File: src/rtl/controle_pkg.sv
// Shared encodings for the multicycle RV64I control unit: FSM states,
// instruction classes, opcode/funct fields and datapath select codes.
package controle_pkg;

    typedef enum logic [3:0] {
        S_FETCH0, S_FETCH1, S_DECODE, S_EXEC_R, S_EXEC_I, S_WB_ALU,
        S_MEM_ADDR, S_LD_READ, S_LD_MDR, S_LD_WB, S_SD_WRITE, S_LUI_WB,
        S_BRANCH, S_PC_INC, S_HALT
    } state_t;

    typedef enum logic [2:0] {
        C_R, C_I, C_LD, C_SD, C_BR, C_LUI, C_EBREAK, C_ILLEGAL
    } iclass_t;

    localparam logic [6:0] OP_R      = 7'b0110011;
    localparam logic [6:0] OP_I      = 7'b0010011;
    localparam logic [6:0] OP_LD     = 7'b0000011;
    localparam logic [6:0] OP_SD     = 7'b0100011;
    localparam logic [6:0] OP_BR     = 7'b1100011;
    localparam logic [6:0] OP_LUI    = 7'b0110111;
    localparam logic [6:0] OP_SYSTEM = 7'b1110011;

    localparam logic [2:0] F3_ADD = 3'b000;
    localparam logic [2:0] F3_AND = 3'b111;
    localparam logic [2:0] F3_D   = 3'b011;
    localparam logic [2:0] F3_BEQ = 3'b000;
    localparam logic [2:0] F3_BNE = 3'b001;

    localparam logic [6:0] F7_BASE = 7'b0000000;
    localparam logic [6:0] F7_SUB  = 7'b0100000;

    localparam logic [2:0] ALU_PASS = 3'b000;
    localparam logic [2:0] ALU_ADD  = 3'b001;
    localparam logic [2:0] ALU_SUB  = 3'b010;
    localparam logic [2:0] ALU_AND  = 3'b011;
    localparam logic [2:0] ALU_XOR  = 3'b110;

    localparam logic [2:0] SRCB_REGB  = 3'd0;
    localparam logic [2:0] SRCB_FOUR  = 3'd1;
    localparam logic [2:0] SRCB_IMM   = 3'd2;
    localparam logic [2:0] SRCB_IMMSH = 3'd3;

    localparam logic [1:0] M2R_ALUOUT = 2'd0;
    localparam logic [1:0] M2R_MDR    = 2'd1;
    localparam logic [1:0] M2R_IMM    = 2'd2;

endpackage

File: src/rtl/decodificador_instr.sv
// Combinational instruction classifier: opcode plus funct3/funct7 validity
// yields an instruction class and the ALU operation used in execute.
import controle_pkg::*;

module decodificador_instr (
    input  logic [31:0] inst,
    output iclass_t     iclass,
    output logic [2:0]  alu_op
);
    logic [6:0] opcode;
    logic [2:0] funct3;
    logic [6:0] funct7;
    logic       unused_fields;

    assign opcode        = inst[6:0];
    assign funct3        = inst[14:12];
    assign funct7        = inst[31:25];
    assign unused_fields = ^{inst[24:15], inst[11:7]};

    always_comb begin
        iclass = C_ILLEGAL;
        alu_op = ALU_ADD;
        case (opcode)
            OP_R: begin
                if (funct3 == F3_ADD && funct7 == F7_BASE) begin
                    iclass = C_R;
                end else if (funct3 == F3_ADD && funct7 == F7_SUB) begin
                    iclass = C_R;
                    alu_op = ALU_SUB;
                end else if (funct3 == F3_AND && funct7 == F7_BASE) begin
                    iclass = C_R;
                    alu_op = ALU_AND;
                end
            end
            OP_I:      if (funct3 == F3_ADD) iclass = C_I;
            OP_LD:     if (funct3 == F3_D)   iclass = C_LD;
            OP_SD:     if (funct3 == F3_D)   iclass = C_SD;
            OP_BR: begin
                if (funct3 == F3_BEQ || funct3 == F3_BNE) begin
                    iclass = C_BR;
                    alu_op = ALU_SUB;
                end
            end
            OP_LUI:    iclass = C_LUI;
            OP_SYSTEM: iclass = C_EBREAK;
            default:   iclass = C_ILLEGAL;
        endcase
    end

endmodule

File: src/rtl/unidade_controle.sv
// Multicycle Moore control FSM for the RV64I processing unit: sequences
// fetch/decode/execute/memory/write-back and halts on ebreak or bad encodings.
import controle_pkg::*;

module unidade_controle (
    input  logic        clk,
    input  logic        Reset,
    input  logic [31:0] inst,
    input  logic        zero,
    output logic        PCSrc,
    output logic [2:0]  ALUFunct,
    output logic        ALUSrcA,
    output logic [2:0]  ALUSrcB,
    output logic        LoadRegA,
    output logic        LoadRegB,
    output logic        LoadALUOut,
    output logic        LoadIR,
    output logic        LoadMDR,
    output logic        WriteReg,
    output logic [1:0]  MemToReg,
    output logic        IMemWrite,
    output logic        DMemWrite,
    output logic        BranchOp,
    output logic        PCWriteCond,
    output logic        PCWrite,
    output logic        halted,
    output logic        illegal
);
    state_t     state_q, state_d;
    logic       illegal_q, illegal_d;
    iclass_t    iclass;
    logic [2:0] alu_op;
    logic       is_bne;

    decodificador_instr u_dec (
        .inst   (inst),
        .iclass (iclass),
        .alu_op (alu_op)
    );

    assign is_bne = (inst[14:12] == F3_BNE);

    always_ff @(posedge clk) begin
        if (Reset) begin
            state_q   <= S_FETCH0;
            illegal_q <= 1'b0;
        end else begin
            state_q   <= state_d;
            illegal_q <= illegal_d;
        end
    end

    always_comb begin
        state_d   = state_q;
        illegal_d = illegal_q | (state_q == S_DECODE && iclass == C_ILLEGAL);
        case (state_q)
            S_FETCH0: state_d = S_FETCH1;
            S_FETCH1: state_d = S_DECODE;
            S_DECODE: begin
                case (iclass)
                    C_R:      state_d = S_EXEC_R;
                    C_I:      state_d = S_EXEC_I;
                    C_LD,
                    C_SD:     state_d = S_MEM_ADDR;
                    C_BR:     state_d = S_BRANCH;
                    C_LUI:    state_d = S_LUI_WB;
                    default:  state_d = S_HALT;
                endcase
            end
            S_EXEC_R,
            S_EXEC_I:   state_d = S_WB_ALU;
            S_MEM_ADDR: state_d = (iclass == C_SD) ? S_SD_WRITE : S_LD_READ;
            S_LD_READ:  state_d = S_LD_MDR;
            S_LD_MDR:   state_d = S_LD_WB;
            S_WB_ALU,
            S_LD_WB,
            S_SD_WRITE,
            S_LUI_WB:   state_d = S_PC_INC;
            // Branch target was latched in ALUOut during DECODE
            S_BRANCH:   state_d = (zero ^ is_bne) ? S_FETCH0 : S_PC_INC;
            S_PC_INC:   state_d = S_FETCH0;
            S_HALT:     state_d = S_HALT;
            default:    state_d = S_HALT;
        endcase
    end

    always_comb begin
        PCSrc       = 1'b0;
        ALUFunct    = ALU_PASS;
        ALUSrcA     = 1'b0;
        ALUSrcB     = SRCB_REGB;
        LoadRegA    = 1'b0;
        LoadRegB    = 1'b0;
        LoadALUOut  = 1'b0;
        LoadIR      = 1'b0;
        LoadMDR     = 1'b0;
        WriteReg    = 1'b0;
        MemToReg    = M2R_ALUOUT;
        DMemWrite   = 1'b0;
        BranchOp    = 1'b0;
        PCWriteCond = 1'b0;
        PCWrite     = 1'b0;
        case (state_q)
            S_FETCH1: LoadIR = 1'b1;
            S_DECODE: begin
                LoadRegA   = 1'b1;
                LoadRegB   = 1'b1;
                LoadALUOut = 1'b1;
                ALUSrcB    = SRCB_IMMSH;
                ALUFunct   = ALU_ADD;
            end
            S_EXEC_R: begin
                ALUSrcA    = 1'b1;
                ALUFunct   = alu_op;
                LoadALUOut = 1'b1;
            end
            S_EXEC_I,
            S_MEM_ADDR: begin
                ALUSrcA    = 1'b1;
                ALUSrcB    = SRCB_IMM;
                ALUFunct   = ALU_ADD;
                LoadALUOut = 1'b1;
            end
            S_WB_ALU:   WriteReg = 1'b1;
            S_LD_MDR:   LoadMDR  = 1'b1;
            S_LD_WB: begin
                WriteReg = 1'b1;
                MemToReg = M2R_MDR;
            end
            S_SD_WRITE: DMemWrite = 1'b1;
            S_LUI_WB: begin
                WriteReg = 1'b1;
                MemToReg = M2R_IMM;
            end
            S_BRANCH: begin
                ALUSrcA     = 1'b1;
                ALUFunct    = ALU_SUB;
                PCWriteCond = 1'b1;
                PCSrc       = 1'b1;
                BranchOp    = is_bne;
            end
            S_PC_INC: begin
                ALUSrcB  = SRCB_FOUR;
                ALUFunct = ALU_ADD;
                PCWrite  = 1'b1;
            end
            default: ;
        endcase
        // A reset landing mid-instruction must not commit any state
        if (Reset) begin
            LoadRegA    = 1'b0;
            LoadRegB    = 1'b0;
            LoadALUOut  = 1'b0;
            LoadIR      = 1'b0;
            LoadMDR     = 1'b0;
            WriteReg    = 1'b0;
            DMemWrite   = 1'b0;
            PCWriteCond = 1'b0;
            PCWrite     = 1'b0;
        end
    end

    assign IMemWrite = 1'b0;
    assign halted    = (state_q == S_HALT);
    assign illegal   = illegal_q;

endmodule

File: config.mk
export PLATFORM = sky130hd
export DESIGN_NAME = unidade_controle
export DESIGN_NICKNAME = d
export VERILOG_FILES = /design/src/rtl/controle_pkg.sv /design/src/rtl/decodificador_instr.sv /design/src/rtl/unidade_controle.sv
export SDC_FILE = /design/constraint.sdc
export NUM_CORES = 1
export LEC_CHECK = 0
export BUFFER_PORTS_ARGS = -buffer_cell sky130_fd_sc_hd__buf_2
export CAP_MARGIN = 20
export CORE_MARGIN = 2
export CORE_UTILIZATION = 42
export CTS_CLUSTER_SIZE = 24
export DETAILED_ROUTE_END_ITERATION = 10
export GPL_TIMING_DRIVEN = 1
export PLACE_DENSITY = 0.78
export SETUP_SLACK_MARGIN = 0.05
export SLEW_MARGIN = 0
export SYNTH_ARGS = -nofsm -noshare
export SYNTH_HDL_FRONTEND = slang
export SYNTH_SLANG_ARGS = --single-unit
export TNS_END_PERCENT = 100
File: constraint.sdc
create_clock -name clk -period 2 [get_ports clk]
set_input_delay 0.4 -clock clk [delete_from_list [all_inputs] [get_ports clk]]
set_output_delay 0.4 -clock clk [all_outputs]
set_load 0.05 [all_outputs]
==> summary.md, run 1 <==
| Metric | Value |
|---|---|
| Inst Count DP | `203` |
| Io pins | `58` |
| Depth of the CTS H-tree | `1` |
| Synth warn | `0` |
| Worst setup SP type | `primary input` |
| Crit path DAT | `about 1600 ps` |
| Area contributors post-synth | `dfxtp_1, nor2_1, nand2_1` |
| Crit-path max FO | `5` |
| PortBufs | `39` |
| Max VDD drop | `approximately 590 uV` |
| Placer congestion estimate | `0.931` |
| Final Slew Violations | `0` |
| Final WL | `around 2600 um` |
| Worst setup margin | `between 30 and 40 ps` |
| Status | `finished, final reports clean` |
| Total gr overflow | `0` |
| Final Hold Viols | `0` |
| DRT Pass-1 Iters | `4` |
| Yosys top cell by area | `dfxtp_1` |
| Leakage power | `between 0.6 and 0.7 nW` |
| Die area | `2470 sq um` |
| Clk Tree Root Cell | `clkbuf_4` |
| Sequential area share after synthesis | `a little under an eighth` |
| Clk buf depth | `2` |
| Post-synthesis cell count | `126` |
| Hold crit path type | `flop to flop` |
| Core Area | `between 1500 and 2000 sq um` |
| Number of flops mapped to enable cells by yosys | `0` |
| Critical R2R Launch | `state_q[0]` |
| Crit. Startpoint | `inst[13]` |
| Most numerous cell in the Yosys netlist | `nor2_1` |
| Worst Hold Launch | `illegal` |
| Filler Cell Count | `175` |
| Fraction of layout cells with a size suffix above 1 | `a little over half` |
| Dpl ws | `-212 ps` |
| Post-Layout Cell Count | `between 200 and 250` |
| Vias/cell | `about 5.7` |
| Wirelength per Cell | `~13 um` |
| Clock skew | `approximately 2.4 ps` |
| Post-Route Setup TNS | `0 ps` |
| Clock Sinks | `5` |
| Final #Nets | `~220` |
| Synth top area share | `11.4%` |
| Unrepaired setup endpoints after global routing | `yes` |
| Netlist cell types | `52` |
| DIE WIDTH | `~50 um` |
| DRT iter0 DRCs | `44` |
| Register Area | `104 sq um` |
| Overall routing resource usage | `21.0%` |
| Core Rows | `16` |
| Multi-input gate area | `a little under 800 sq um` |
| Layout area overhead | `55.6%` |
| Final ANT Viol Nets | `0` |
| Worst skew pair latency | `around 240 ps` |
| PD cells | `between 1000 and 1500 nW/um^2` |
| Post-synthesis register bit count | `5` |
| CTS buffer count | `3` |
| Tcrit/Tclk final | `between 90% and 100%` |
| Async set or reset register ratio after synthesis | `0%` |
| R2R Setup Slk | `slightly below 500 ps` |
| Endpoints failing setup | `0` |
| Max-cap violations | `0` |
| Initial antenna violation count | `0` |
| Final min period | `just under 2000 ps` |
| Via count | `approximately 1200` |
| Clock slew seen by the registers of the worst setup and hold paths | `around 40 ps` |
| Residual DRC count | `0` |
| Top FF cell, synth | `dfxtp_1` |
| Vias in the first global route | `1016` |
| N_diodes | `0` |
| Syn avg cell area | `6.95 sq um` |
| First-pass GRT wire length | `between 4000 and 5000 um` |
| Crit end category | `primary output` |
| Fmax | `between 500 and 600 MHz` |
| CTS tree | `yes` |
| Initial core utilization | `between 40% and 50%` |
| DP Wirelength | `2100 um` |
| Vert. Die Dim | `roughly 50 um` |
| Setup CP Type | `primary input to primary output` |
| Synth top cells by count | `nor2_1, nand2_1, nor3_1, o21ai_0` |
| Synthesized area | `a little under 900 sq um` |
| Pin count of the biggest net entering global routing | `14` |
| Overall Power | `1.48 mW` |
| Required @ worst endpoint | `roughly 1600 ps` |
## worst max-delay path, stage by stage
cell and delay, ps:
buf_2 130, buf_4 130, and4b_2 250, a21oi_1 140
o31ai_1 80, a41o_2 280, buf_8 150
## kinds of logic after synthesis
kind of cell / share of synthesized area (%)
xor+xnor: 1.00
other cells: 0.428
compound gates: 31.1
simple gates: 43.7
buf+inv: 12.3
flops: 11.4
## routing by layer
| metal | global-route usage [%] | vias to the layer above | part of all wire [%] |
|---|---|---|---|
| met3 | 3.33 | 0 | 6.1 |
| met1 | 23.7 | 550 | 39 |
| met5 | 0 | - | 0 |
| met2 | 41.3 | 46 | 54 |
| li1 | - | 580 | - |
| met4 | 3.24 | 0 | 0 |
## placed cells by master, fill, tap and decap left out, drive strengths merged, types with 2 or more instances in the layout
cell	Yosys	final
buf	9	62
nor2	15	15
nand2	11	11
nor3	8	8
o21ai	8	8
a21oi	5	5
dfxtp	5	5
nand3b	4	4
nor4	4	4
clkbuf	5	4
nand4	3	3
inv	3	3
o31ai	3	3
nor3b	3	3
a31oi	3	3
conb	1	3
nand2b	3	3
and2	3	3
a22o	3	3
nand3	2	2
o211ai	2	2
nor2b	2	2
## report_power, final
part           switching (mW)  internal [mW]
sequential             0.0987          0.148
clock                  0.0371         0.0752
combinational           0.733          0.391
total                   0.869          0.615
## area by class of cell
class	count	area share [%]
repair buffers	62	30.0
well taps	27	2.48
inverters	3	0.826
flip-flops and latches	5	7.62
multi-input cells	106	57.1
clock buffers	4	1.93
## registers in the layout, summed over array words and instances (netlist names)
name and cells:
state_q 4, illegal 1
## worst paths after layout
kind	endpoint	cells after the start
max reg2reg	state_q[0]	4
min	illegal	2
min reg2reg	illegal	2
max	ALUFunct[1]	7
## metrics by stage
step                area (sq um)  util, %  hold WS (ps)
floorplan                    963        -           642
global placement            1270     64.7           433
detailed placement          1270     64.7           444
CTS                         1360     69.4           450
global route                1360     69.5           467
finish                      1360     69.5           444
## what timing repair did
action                                  CTS  global route
pin swaps                                 5             5
buffers inserted                          1             0
hold buffers                              0             0
endpoints found under the setup margin    8            11
gates resized for setup                  15             4
Note: power is estimated with default switching activity, not from simulation.
==> run 2, diff against run 1 <==
--- a/config.mk
+++ b/config.mk
@@ -8,11 +8,11 @@
 export BUFFER_PORTS_ARGS = -buffer_cell sky130_fd_sc_hd__buf_2
 export CAP_MARGIN = 20
 export CORE_MARGIN = 2
-export CORE_UTILIZATION = 42
+export CORE_UTILIZATION = 45
 export CTS_CLUSTER_SIZE = 24
 export DETAILED_ROUTE_END_ITERATION = 10
 export GPL_TIMING_DRIVEN = 1
-export PLACE_DENSITY = 0.78
+export PLACE_DENSITY = 0.83
 export SETUP_SLACK_MARGIN = 0.05
 export SLEW_MARGIN = 0
 export SYNTH_ARGS = -nofsm -noshare
==> constraint.sdc (replaced) <==
create_clock -name clk -period 2.5 [get_ports clk]
set_input_delay 0 -clock clk [delete_from_list [all_inputs] [get_ports clk]]
set_output_delay 0 -clock clk [all_outputs]
set_load 0.05 [all_outputs]
==> run 2 against run 1 <==
  * Non-clock buffer count shrank 23
  * Die area shrank 6.1%
  * Combinational power shrank 41%
  * Setup slack gained 530 ps
  * Worst hold slack lost 350 ps
  * Critical endpoint is now BranchOp
==> summary.md, run 2 (synthesized netlist as in run 1, its figures left out) <==
| Metric | Value |
|---|---|
| N_diodes | `0 (unchanged)` |
| Placer congestion estimate | `0.838 (was 0.931)` |
| PortBufs | `39 (unchanged)` |
| Fmax | `~520 MHz` |
| DRT Pass-1 Iters | `4 (unchanged)` |
| Setup CP Type | `flop to primary output (was primary input to primary output)` |
| Endpoints failing setup | `0 (unchanged)` |
| Cts repair resizes | `0 (was 15)` |
| CP delay by family, top | `simple AND/OR/NAND/NOR gates (was compound AO/OA/AOI/OAI gates)` |
| Largest register FFs | `4 (unchanged)` |
| Io pins | `58 (unchanged)` |
| Reg with most FFs | `state_q (unchanged)` |
| WP depth | `4 (was 7)` |
| Crit end category | `primary output (unchanged)` |
| CTS tree | `yes (unchanged)` |
| CP Buf/Inv Count | `1 (was 3)` |
| Initial antenna violation count | `0 (unchanged)` |
| Final #Nets | `193 (was 216)` |
| Tcrit/Tclk final | `between 70% and 80%` |
| Depth of the CTS H-tree | `1 (unchanged)` |
| Core Area | `1780 sq um (was 1960 sq um)` |
| PD cells | `951 nW/um^2 (was 1090 nW/um^2)` |
| Critical path, cell by cell | `nand2_1 > nor3_1 > and2_1 > buf_2 (was buf_2 > buf_4 > and4b_2 > a21oi_1 > o31ai_1 > a41o_2 > buf_8)` |
| Hold crit path type | `primary input to flop (was flop to flop)` |
| Cts hold-fix bufs | `0 (unchanged)` |
| Pin count of the biggest net entering global routing | `21 (was 14)` |
| Worst skew pair latency | `240 ps (about the same)` |
| Final WL | `2180 um (was 2590 um)` |
| R2R Setup Slk | `730 ps (was 490 ps)` |
| Core Rows | `15 (was 16)` |
| Initial core utilization | `49.1% (was 44.6%)` |
| Rel. slew slack | `between 50% and 60%` |
| Final Hold Viols | `0 (unchanged)` |
| Clock Sinks | `5 (unchanged)` |
| Fraction of layout cells with a size suffix above 1 | `34.4% (was 52.8%)` |
| Post-Route Setup TNS | `0 ps (unchanged)` |
| Post-CTS Setup Repair Bufs | `0 (was 1)` |
| Max-cap violations | `0 (unchanged)` |
| Max VDD drop | `491 uV (was 589 uV)` |
| Wirelength per Cell | `12.0 um (was 12.5 um)` |
| Required @ worst endpoint | `2500 ps (was 1600 ps)` |
| DP Wirelength | `1650 um (was 2100 um)` |
| First-pass GRT wire length | `3500 um (was 4240 um)` |
| Unrepaired setup endpoints after global routing | `no (was yes)` |
| Dpl ws | `736 ps (was -212 ps)` |
| Status | `finished, final reports clean (unchanged)` |
| Clock slew seen by the registers of the worst setup and hold paths | `50 ps (was 40 ps)` |
| Die area | `2320 sq um (was 2470 sq um)` |
| Vias in the first global route | `885 (was 1016)` |
| Slowest stage delay, CP | `670 ps (was 280 ps)` |
| Final ANT Viol Nets | `0 (unchanged)` |
| Crit path DAT | `1940 ps (was 1570 ps)` |
| Overall routing resource usage | `20.3% (was 21.0%)` |
| CP max stage cell | `dfxtp_1 (was a41o_2)` |
| Crit-path max FO | `18 (was 5)` |
| Layout area overhead | `19.4% (was 55.6%)` |
| Vert. Die Dim | `48.1 um (was 49.7 um)` |
| Most frequent cells in the layout | `buf_2, nor2_1, nand2_1, nor3_1, o21ai_0 (was buf_2, buf_4, nor2_1, nand2_1)` |
| DIE WIDTH | `48.1 um (was 49.7 um)` |
| Clk buf depth | `2 (unchanged)` |
| Most common cell after layout, fill and taps aside | `buf_2 (unchanged)` |
| Leakage power | `0.472 nW (was 0.607 nW)` |
| CTS buffer count | `3 (unchanged)` |
| Overall Power | `0.995 mW (was 1.48 mW)` |
| Via count | `1044 (was 1176)` |
| Worst setup margin | `563 ps (was 32.6 ps)` |
| Worst-Margin Slew | `roughly 600 ps` |
| DRT iter0 DRCs | `13 (was 44)` |
| Hold depth | `2 (unchanged)` |
| Final Slew Violations | `0 (unchanged)` |
| R2R depth | `4 (unchanged)` |
| Clk Tree Root Cell | `clkbuf_4 (unchanged)` |
| Residual DRC count | `0 (unchanged)` |
| Total gr overflow | `0 (unchanged)` |
| Vias/cell | `5.74 (was 5.68)` |
| Worst setup SP type | `flop (was primary input)` |
| Final min period | `roughly 1900 ps` |
| Clock skew | `3.32 ps (was 2.36 ps)` |
[run 2: changes by cell type in the layout (fill, tap and decap cells not counted), moves of 3 or more]
cell and change:
nor4_4 -3, o21ai_0 +3, buf_6 -5, o21ai_1 -3, nor3_2 -4, buf_4 -23
dfxtp_1 +3, nor4_1 +3, buf_2 +6, dfxtp_2 -3, nor3_1 +5
[run 2: worst paths after layout]
kind	endpoint	startpoint
setup / recovery	BranchOp	state_q[3]
hold / removal	state_q[0]	Reset
setup reg to reg	state_q[0]	state_q[0]
hold reg to reg	illegal	illegal
[run 2: power by group]
group / switching (mW) / internal [mW]
registers: 0.129 / 0.114
clock network: 0.0343 / 0.0604
logic: 0.451 / 0.207
[run 2: cell type report]
class / instances / area [sq um]
Clock buffer: 4 / 26.3
Multi-Input combinational cell: 106 / 682
Fill cell: 185 / 737
Sequential cell: 5 / 100
Inverter: 3 / 11.3
Tap cell: 25 / 31.3
Timing Repair Buffer: 39 / 195
[run 2: per-layer routing]
layer	up-vias	GRT usage (%)	wire [um]
li1	532	-	-
met1	476	23.3	966
met2	36	40.3	1110
met3	0	3.33	106
met4	0	1.62	0
met5	-	0	0
[run 2: stage by stage]
step                      hold WS (ps)  utilization [%]  instances  instance area, sq um
after detailed placement           345             57.2        178                  1020
after floorplan                    101                -        128                   890
after CTS                         83.3             58.7        182                  1050
final                             90.2             58.7        182                  1050
after global routing              92.5             58.7        182                  1050
after global placement             329             57.2        178                  1020
==> run 3, diff against run 2 <==
--- a/config.mk
+++ b/config.mk
@@ -8,11 +8,11 @@
 export BUFFER_PORTS_ARGS = -buffer_cell sky130_fd_sc_hd__buf_2
 export CAP_MARGIN = 20
 export CORE_MARGIN = 2
-export CORE_UTILIZATION = 45
+export CORE_UTILIZATION = 38
 export CTS_CLUSTER_SIZE = 24
 export DETAILED_ROUTE_END_ITERATION = 10
 export GPL_TIMING_DRIVEN = 1
-export PLACE_DENSITY = 0.83
+export PLACE_DENSITY = 0.75
 export SETUP_SLACK_MARGIN = 0.05
 export SLEW_MARGIN = 0
 export SYNTH_ARGS = -nofsm -noshare
==> constraint.sdc (replaced) <==
create_clock -name clk -period 1.7 [get_ports clk]
set_input_delay 0 -clock clk [delete_from_list [all_inputs] [get_ports clk]]
set_output_delay 0 -clock clk [all_outputs]
set_load 0.05 [all_outputs]
==> run 3 against run 2 <==
  * Design area increased by 11%
  * Sequential share of layout area shrank 0.62 points
  * Via count grew 6.2%
  * Global-route usage decreased by 1.4 points
  * Die area grew 17%
  * Wire length grew 8.0%
  * Clock-buffer cell count stayed put
  * Clock power increased by 43%
  * Final cell count rose by 7.7%
  * Critical path type unchanged
  * Largest cell class unchanged
  * Largest power group unchanged
==> summary.md, run 3 (synthesized netlist as in run 1, its figures left out) <==
| Metric | Value |
|---|---|
| Overall routing resource usage | `18.9% (was 20.3%)` |
| Wirelength per Cell | `12.0 um (about the same)` |
| DP Wirelength | `1900 um (was 1650 um)` |
| Fin area | `1160 sq um (was 1050 sq um)` |
| Io pins | `58 (unchanged)` |
| Pin count of the biggest net entering global routing | `17 (was 21)` |
| Reg with most FFs | `state_q (unchanged)` |
| Total gr overflow | `0 (unchanged)` |
| Vert. Die Dim | `52.0 um (was 48.1 um)` |
| Vias/cell | `5.66 (was 5.74)` |
| Final min period | `between 1500 and 2000 ps` |
| Inst Count DP | `192 (was 178)` |
| Max-cap violations | `0 (unchanged)` |
| Max VDD drop | `655 uV (was 491 uV)` |
| Dpl ws | `49.9 ps (was 736 ps)` |
| Most frequent cells in the layout | `buf_2, nor2_1, nand2_1, buf_4, o21ai_0 (was buf_2, nor2_1, nand2_1, nor3_1, o21ai_0)` |
| Depth of the CTS H-tree | `1 (unchanged)` |
| PD cells | `1390 nW/um^2 (was 951 nW/um^2)` |
| CTS buffer count | `3 (unchanged)` |
| Layout area overhead | `32.4% (was 19.4%)` |
| First-pass GRT wire length | `3950 um (was 3500 um)` |
| Status | `finished, final reports clean (unchanged)` |
| Post-Layout Cell Count | `196 (was 182)` |
| Residual DRC count | `0 (unchanged)` |
| Register Area | `104 sq um (was 100 sq um)` |
| Via count | `1109 (was 1044)` |
| Fmax | `661 MHz` |
| Worst setup margin | `188 ps (was 563 ps)` |
| Hold crit path type | `primary input to flop (unchanged)` |
| Cts hold-fix bufs | `0 (unchanged)` |
| Crit path DAT | `1510 ps (was 1940 ps)` |
| Clk Tree Root Cell | `clkbuf_4 (unchanged)` |
| Tcrit/Tclk final | `around 89%` |
| Required @ worst endpoint | `1700 ps (was 2500 ps)` |
| Final WL | `2360 um (was 2180 um)` |
| Worst skew pair latency | `240 ps (about the same)` |
| Largest register FFs | `4 (unchanged)` |
| Filler Cell Count | `233 (was 185)` |
| Overall Power | `1.61 mW (was 0.995 mW)` |
| Clk buf depth | `2 (unchanged)` |
| DIE WIDTH | `52.0 um (was 48.1 um)` |
| N_diodes | `0 (unchanged)` |
| Slowest stage delay, CP | `470 ps (was 670 ps)` |
| Placed cell area | `1130 sq um (was 1020 sq um)` |
| Final #Nets | `204 (was 193)` |
| Final ANT Viol Nets | `0 (unchanged)` |
| Core Area | `2190 sq um (was 1780 sq um)` |
| DRT iter0 DRCs | `24 (was 13)` |
| Endpoints failing setup | `0 (unchanged)` |
| Final Hold Viols | `0 (unchanged)` |
| PortBufs | `39 (unchanged)` |
| Critical path, cell by cell | `nand2_1 > nor3_2 > and2_1 > buf_2 (was nand2_1 > nor3_1 > and2_1 > buf_2)` |
| DRT Pass-1 Iters | `4 (unchanged)` |
| Setup CP Type | `flop to primary output (unchanged)` |
| Unrepaired setup endpoints after global routing | `no (unchanged)` |
| Crit-path max FO | `14 (was 18)` |
| Clock slew seen by the registers of the worst setup and hold paths | `40 ps (was 50 ps)` |
| Crit end category | `primary output (unchanged)` |
| Leakage power | `0.531 nW (was 0.472 nW)` |
| Die area | `2710 sq um (was 2320 sq um)` |
| Fin Hold WS | `115 ps (was 90.2 ps)` |
| Vias in the first global route | `963 (was 885)` |
| Core Rows | `17 (was 15)` |
| CP max stage cell | `dfxtp_2 (was dfxtp_1)` |
| Fraction of layout cells with a size suffix above 1 | `43.5% (was 34.4%)` |
| Worst setup SP type | `flop (unchanged)` |
| Multi-input gate area | `706 sq um (was 682 sq um)` |
| Final Slew Violations | `0 (unchanged)` |
| Initial antenna violation count | `0 (unchanged)` |
| Most common cell after layout, fill and taps aside | `buf_2 (unchanged)` |
| Placer congestion estimate | `0.862 (was 0.838)` |
| Clock skew | `0.693 ps (was 3.32 ps)` |
| Initial core utilization | `40.0% (was 49.1%)` |
| Clock Sinks | `5 (unchanged)` |
| CTS tree | `yes (unchanged)` |
[run 3: cell count changes in the layout (fill, tap and decap cells not counted), moves of 3 or more]
| cell | change |
|---|---|
| buf_4 | +11 |
| dfxtp_1 | -3 |
| dfxtp_2 | +3 |
| nor3_1 | -3 |
| nor3_2 | +3 |
[run 3: area by class of cell]
type	instances	area share (%)
well taps	28	3.02
clock buffers	4	2.27
flip-flops and latches	5	8.95
multi-input cells	106	60.8
inverters	3	0.971
repair buffers	50	23.9
[run 3: metrics by stage]
step | util [%] | TNS, ps
CTS | 52.8 | 0
detailed placement | 51.6 | 0
finish | 52.9 | 0
global route | 52.9 | 0
floorplan | - | -1330
global placement | 51.6 | 0
[run 3: critical path: cells and delay by family (launching register included)]
family                 cells  cell delay [ps]
and+or+nand+nor            3              540
DFF                        1              470
buffers and inverters      1              250
[run 3: worst paths after layout]
kind,startpoint,to,slack [ps],depth (start not counted)
worst max-delay path,state_q[3],BranchOp,190,4
worst min-delay path,Reset,state_q[1],120,2
worst min register to register,illegal,illegal,440,2
worst max register to register,state_q[2],state_q[0],290,4
[run 3: repair_timing]
action                                  4_1_cts  5_1_grt
endpoints found under the setup margin        4        7
buffers inserted                              0        0
gates cloned                                  0        0
gates resized for setup                       1        2
endpoints found under the hold margin         0        0
[run 3: metal layers]
metal  global-route usage (%)  vias to the layer above  part of all wire (%)
met5                        0                        -                     0
li1                         -                      556                     -
met1                     21.1                      506                    43
met2                     35.7                       45                    50
met4                     3.51                        0                  0.42
met3                     4.60                        2                   6.9
[run 3: power breakdown]
| group | leakage (nW) | internal [mW] | switching, mW | total, mW |
|---|---|---|---|---|
| clock | 0.0150 | 0.0886 | 0.0461 | 0.135 |
| sequential | 0.0423 | 0.175 | 0.116 | 0.291 |
| combinational | 0.474 | 0.400 | 0.783 | 1.18 |
| total | 0.531 | 0.663 | 0.945 | 1.61 |
